**src/rtl/icache_fetch.sv**
```systemverilog
`default_nettype none
// ============================================================================
// Module   : icache_fetch
// Brief    : Direct-mapped, one-word-per-line instruction cache between the
//            fetch stage and the memory IO controller instruction port.
// Revision : 1.0
// ============================================================================

module icache_fetch #(
    parameter int INDEX_W = 6,
    parameter int TAG_W   = 30 - INDEX_W
) (
    input  logic        clk,
    input  logic        rst,
    input  logic        en,
    input  logic        if_en_i,
    input  logic [31:0] if_pc_i,
    output logic        if_en_o,
    output logic [31:0] if_ins_o,
    output logic        mc_en_o,
    output logic [31:0] mc_pc_o,
    input  logic        mc_en_i,
    input  logic [31:0] mc_ins_i,
    input  logic        br_flag,
    input  logic        inv_i
);

    localparam int LINES = 1 << INDEX_W;

    typedef enum logic [1:0] {
        IDLE   = 2'd0,
        LOOKUP = 2'd1,
        REQ    = 2'd2,
        WAIT   = 2'd3
    } state_t;

    state_t              state_q, state_d;
    logic [31:0]         preg_q, preg_d;
    logic                if_en_q, if_en_d;
    logic [31:0]         if_ins_q, if_ins_d;
    logic                mc_en_q, mc_en_d;
    logic [31:0]         mc_pc_q, mc_pc_d;
    logic [LINES-1:0]    valid_q, valid_d;
    logic [TAG_W-1:0]    tag_q  [LINES];
    logic [31:0]         data_q [LINES];

    logic [INDEX_W-1:0]  w_idx;
    logic [TAG_W-1:0]    w_ptag;
    logic                w_hit;
    logic                w_fill;

    assign w_idx  = preg_q[INDEX_W+1:2];
    assign w_ptag = preg_q[31:2+INDEX_W];
    assign w_hit  = valid_q[w_idx] && (tag_q[w_idx] == w_ptag);
    // A flush discards a response arriving in the same cycle.
    assign w_fill = en && !br_flag && (state_q == WAIT) && mc_en_i;

    always_comb begin
        state_d  = state_q;
        preg_d   = preg_q;
        if_en_d  = 1'b0;
        if_ins_d = if_ins_q;
        mc_en_d  = 1'b0;
        mc_pc_d  = mc_pc_q;
        if (br_flag) begin
            state_d = IDLE;
        end else begin
            case (state_q)
                IDLE: begin
                    if (if_en_i) begin
                        preg_d  = if_pc_i;
                        state_d = LOOKUP;
                    end
                end
                LOOKUP: begin
                    if (w_hit) begin
                        if_en_d  = 1'b1;
                        if_ins_d = data_q[w_idx];
                        state_d  = IDLE;
                    end else begin
                        mc_en_d = 1'b1;
                        mc_pc_d = preg_q;
                        state_d = REQ;
                    end
                end
                REQ: begin
                    state_d = WAIT;
                end
                WAIT: begin
                    if (mc_en_i) begin
                        if_en_d  = 1'b1;
                        if_ins_d = mc_ins_i;
                        state_d  = IDLE;
                    end
                end
                default: state_d = IDLE;
            endcase
        end
    end

    // Invalidate first so a coincident fill keeps its own line valid.
    always_comb begin
        valid_d = valid_q;
        if (inv_i) begin
            valid_d = '0;
        end
        if (w_fill) begin
            valid_d[w_idx] = 1'b1;
        end
    end

    always_ff @(posedge clk) begin
        if (rst) begin
            state_q  <= IDLE;
            preg_q   <= '0;
            if_en_q  <= 1'b0;
            if_ins_q <= '0;
            mc_en_q  <= 1'b0;
            mc_pc_q  <= '0;
            valid_q  <= '0;
        end else if (en) begin
            state_q  <= state_d;
            preg_q   <= preg_d;
            if_en_q  <= if_en_d;
            if_ins_q <= if_ins_d;
            mc_en_q  <= mc_en_d;
            mc_pc_q  <= mc_pc_d;
            valid_q  <= valid_d;
        end
    end

    always_ff @(posedge clk) begin
        if (!rst && w_fill) begin
            tag_q[w_idx]  <= w_ptag;
            data_q[w_idx] <= mc_ins_i;
        end
    end

    assign if_en_o  = if_en_q && en;
    assign mc_en_o  = mc_en_q && en;
    assign if_ins_o = if_ins_q;
    assign mc_pc_o  = mc_pc_q;

endmodule

`default_nettype wire

```
**config.mk**
```make
export PLATFORM = sky130hd
export DESIGN_NAME = icache_fetch
export DESIGN_NICKNAME = d
export VERILOG_FILES = /design/src/rtl/icache_fetch.sv
export SDC_FILE = /design/constraint.sdc
export NUM_CORES = 2
export LEC_CHECK = 0
export CAP_MARGIN = 20
export CORE_MARGIN = 3
export CORE_UTILIZATION = 46
export CTS_CLUSTER_DIAMETER = 30
export DETAILED_ROUTE_END_ITERATION = 8
export REMOVE_ABC_BUFFERS = 1
export SYNTH_ARGS = -nofsm -noshare
export SYNTH_HDL_FRONTEND = slang
export SYNTH_SLANG_ARGS = --single-unit
```
**constraint.sdc**
```tcl
create_clock -name clk -period 10 [get_ports clk]
set_clock_uncertainty 0.05 [all_clocks]
set_input_delay 3 -clock clk [delete_from_list [all_inputs] [get_ports clk]]
set_output_delay 3 -clock clk [all_outputs]
set_load 0.01 [all_outputs]
```
; ---- Word level (Yosys, flattened, before mapping)
; Memories as Yosys holds them, arrays and structs flattened. A register that Yosys moved wholly into a read port is not among the register bits.
; Cells that the tools add are included.
[totals]
word_cells = 65
mem_count = 2
mem_bits_rw = 3584
input_bits = 71
output_inout_bits = 66
register_bits = 164
[memory_table]
columns = name, words, width, rd, rd_clocked_by_memory_dff, write_ports, line_no
row1 = data_q, 64, 32, 1, 1, 1, 45  ; logic [31:0] data_q [LINES];
row2 = tag_q, 64, 24, 1, 1, 1, 44  ; logic [TAG_W-1:0] tag_q [LINES];
[classes]
n_reduce_logical = 16
n_mux = 27
eq_ne = 8
magnitude_cmp = 2
bitwise = 3
[ops]
columns = op, n
row1 = 64-bit 2-to-1 mux, 2
row2 = 32-bit 2-to-1 mux, 2
row3 = 64-bit OR, 1
row4 = 32-bit case mux with 2 select lines, 1
row5 = 24-bit == test, 1
row6 = 6-bit 2-to-1 mux, 4
row7 = 1-bit 2-to-1 mux, 10
row8 = 1-bit logical AND, 8
row9 = 2-bit 2-to-1 mux, 4
row10 = 2-bit case mux with 4 select lines, 1
row11 = 4-bit AND reduction, 2
row12 = "6-bit by 7-bit less-than comparator with 1-bit output, second input constant", 1
row13 = 1-bit binary-select mux with 6-bit select, 1
row14 = 1-bit demux with 6-bit select, 1
row15 = "6-bit by 1-bit >= comparator with 1-bit output, second input constant", 1
row16 = "3-bit != test, second input constant", 2
row17 = 5-bit AND reduction, 1
row18 = "2-bit == test, second input constant", 2
row19 = "2-bit != test, second input constant", 2
row20 = 3-bit AND reduction, 1
row21 = "2-bit by 1-bit == test with 1-bit output, second input constant", 1
row22 = 1-bit logical NOT, 2
row23 = 2-bit logical NOT, 1
row24 = 1-bit inverter, 2
row25 = other kinds (2), 2

; ---- Logic depth before layout (Yosys ltp)
[logic_depth]
depth_word = 7
depth_mapped = 19
mapped_depth_nobuf = 11

; ---- Worst setup path before layout
; Ideal clock, no wire load.
[synth_timing]
kind = input to register
startpoint = input port br_flag
endpoint = memory data_q[60][0], enable pin
cell_stages = 6
path_buffers = 0
required_ps = 9478
setup_time_ps = 472
arrival_time_ps = 6354
slack_ps = 3124
cell_sequence = nand2b_1 nor2_1 nand2_1 nor3b_1 nand3_1 nor2_1
[synth_via]
elab_chain_cells = 7
[synth_lines]
columns = element, line_no
row1 = start: declaration, 24  ; input logic br_flag,
row2 = 1-bit logical NOT, 56  ; assign w_fill = en && !br_flag && (state_q == WAIT) && mc_en_i;
row3 = 1-bit logical AND (3 in series), 56
row4 = 1-bit logical AND, 133  ; if (!rst && w_fill) begin
row5 = 1-bit 2-to-1 mux, 133
row6 = 1-bit 2-to-1 mux (not written as such), 135  ; data_q[w_idx] <= mc_ins_i;
row7 = end: declaration, 45
; Every way passes these cells.

; ---- Worst setup path after layout
[layout_timing]
startpoint = input port en
endpoint = output port if_en_o
[layout_via]
elab_chain_cells = 1
[layout_lines]
columns = element, line_no
row1 = start: declaration, 15  ; input logic en,
row2 = 1-bit logical AND, 139  ; assign if_en_o = if_en_q && en;
row3 = end: declaration, 18  ; output logic if_en_o,
; Every way passes these cells.

==> results.yml <==
power:
  power_density_nw_per_um2: 237.0
  p_int_w: 0.03268
  power_frac_clock_pct: 56.1
  seqPwrFrac_pct: 41.4
  power_leakage_nw: 53.57
  peakVddDrop_mv: 0.2781
  switching_share_pct: 21.49
  p_switching_w: 0.008947
  power_w: 0.04163
  p_comb_share_pct: 2.5
logic_synthesis:
  netlist_top_cells_area: "edfxtp_1, mux4_2, dfxtp_1"
  postSynth.topFlopCell: "edfxtp_1"
  ys_seq_area_share_pct: 77.09
  synthCells: 6474
  synth_edf_count: 3584
  syn_avg_cell_area_sq_um: 22.25
  netlist_area_sq_um: 144000
  netlist.top_cell.by_area: "edfxtp_1"
  synth_seq_cells: 3754
  ys_warn_count: 0
  synth_top_area_share_pct: 74.73
  synthArstFlopShare_pct: 0
  ys_types: 70
placement:
  place.gp.congestion: 0.8756
  post-dp-hpwl_mm: 245.2
  preCtsSetupSlack_ps: 1760
  port_buffers: 136
  dpl-instance-area_sq_um: 151800
setup_path:
  reg2reg_slack_ps: 2660
  crit_path_max_incr_delay_ps: 880
  crit_top_cell: "clkdlybuf4s50_1"
  worstPathCellList: "clkdlybuf4s50_1, and2_1, clkdlybuf4s50_1"
  crit_type: "in -> out"
  reg2reg_to: "if_ins_o[30]"
  cp.required_ps: 6950
  reg2reg_depth: 13
  cp_data_arrival_time_ps: 4680
  crit_path_top_delay_cell: "clkdlybuf4s50_1"
  critPathCaptureType: "output pin"
  start_kind: "primary input"
  path_max_fanout: 6
routing:
  ant_nets: 0
  first_pass_iters: 5
  drc: 0
  routed_wl_mm: 425.1
  via_count: 73480
  via_per_inst: 6.172
  drtIter0Drc: 10080
  route.detailed.wl_per_inst_um: 35.70
global_route:
  grt_pass1_vias: 74270
  grt_max_degree: 125
  grt_use_met3_pct: 5.064
  gr-usage-met2_pct: 43.00
  busiest_layer: "met2"
  gr-total-overflow: 0
  use_met1_pct: 35.86
  track_usage_pct: 26.57
  grt_antenna_before_repair: 17
  grt_pass1_wl_mm: 593.5
timing:
  rsz0062_at_grt: "no"
  hold_violations: 0
  maxSlewHeadroom_pct: 26.29
  fmax_mhz: 129.3
  setup_slack_ps: 2269
  finalCriticalPeriod_ps: 7731
  hold_ws_ps: 401.9
  setup-violations-final: 0
  maxSlewViolCount: 0
  worst_pin_slew_ps: 1102
  fin_crit_sh_pct: 77.31
worst_hold_path:
  holdPathStages: 1
  hold_path_startpoint: "valid_q[37]"
  min_path_type: "reg -> reg"
  whs_endpoint: "valid_q[37]"
finish:
  nNetsFinal: 7271
  final_area_sq_um: 175600
  drive_gt1_share_pct: 32.45
  area_delta_synth_final_pct: 21.95
  fillers: 22590
cts:
  cts_root_buf: "clkbuf_16"
  cts_sinks: 3754
  post_cts_buffers: 0
  cts_tree: "yes"
  clk_pin_slew_ps: 50
  insertion_delay_ps: 1060
  ctsHoldBuffers: 0
  htree_levels: 6
  cts_buffers: 679
  clockBufferDepth: 4
  cts_resized: 0
floorplanning:
  ios: 137
  dieArea_sq_um: 319800
  initial_utilization_pct: 46.44
  core-area_sq_um: 310100
  die_h_um: 565.5
  die_w_um: 565.5
  std_cell_rows: 204
outcome:
  run_status: "complete, no violations"
flow_run:
  maxCapViolations: 0
cells in the final DEF, fill, tap and decap left out, types with 66 or more instances in the layout:
master	instances
clkdlybuf4s50_1	103
edfxtp_1	3584
nand2b_1	72
mux2i_1	239
bufinv_16	92
dfxtp_1	139
nor2_4	66
clkinv_2	87
nand2_1	193
a22oi_1	75
clkinvlp_4	67
mux4_2	972
buf_4	225
clkbuf_16	683
clkbuf_1	78
clkinv_1	90
a21oi_1	70
metrics by stage:
step	instances	setup TNS, ps	util, %
floorplan	6111	-2324970	-
finish	11910	0	56.63
global route	11900	0	56.63
global placement	10630	0	48.92
detailed placement	10640	0	48.94
CTS	11900	0	56.61
registers in the layout (all words and copies together), names as in the netlist, named ones only:
signal and flops:
data_q 2048, if_en_q 1, if_ins_o 32, mc_en_q 1
mc_pc_o 32, preg_q 32, state_q 2, tag_q 1536
valid_q 64
cell usage after synthesis, types with 65 or more instances:
cell type and n:
a22oi_1 75, a21oi_1 71, buf_2 137, mux4_2 972, dfxtp_1 170, nor2_1 124
nand2b_1 72, a21o_1 65, mux2i_1 239, clkbuf_1 133, edfxtp_1 3584, nor2b_1 67
nand2_1 195
worst max-delay path, delay by kind of cell:
family / cells / cell delay [ps]
buffers and inverters: 2 / 1420
and+or+nand+nor: 1 / 240
kinds of logic after synthesis:
group,synth area share [%]
and+or+nand+nor,2.049
muxes,17.15
xor gates and xnor gates,0.1460
AOI/OAI and AO/OA,2.208
buffers and inverters,1.349
DFF,77.09
how the worst max path moves through the flow:
stage	endpoint	start	slack (ps)	depth (start not counted)
2_1_floorplan	if_ins_o[30]	register	-35170	11
3_3_place_gp	tag_q[3][20]	en	1700	9
3_5_place_dp	tag_q[3][3]	en	1760	9
4_1_cts	if_en_o	en	2100	3
5_1_grt	if_en_o	en	2120	3
6_report	if_en_o	en	2270	3
layer usage:
layer,routed length [um],vias to the layer above
met5,54,-
li1,-,29080
met3,37580,753
met4,17600,8
met2,208500,4149
met1,161400,39490
power by group through the flow:
stage,Combinational (W),Clock (W),Sequential (W)
4_1_cts,0.00104,0.0236,0.0172
2_1_floorplan,0.000942,0,0.0176
6_report,0.00103,0.0234,0.0172
3_5_place_dp,0.00104,0,0.0175
3_3_place_gp,0.00103,0,0.0175
5_1_grt,0.00108,0.0244,0.0172
final cells by class:
cell class	instances	area [sq um]	area share, %
inverters	39	158.9	0.09048
clock inverters	493	6316	3.596
repair buffers	408	3839	2.186
flip-flops and latches	3754	111100	63.25
clock buffers	767	17470	9.945
diodes	6	15.01	0.008549
well taps	4120	5155	2.935
multi-input cells	2318	31600	17.99
Note: power is estimated with default switching activity, not from simulation.
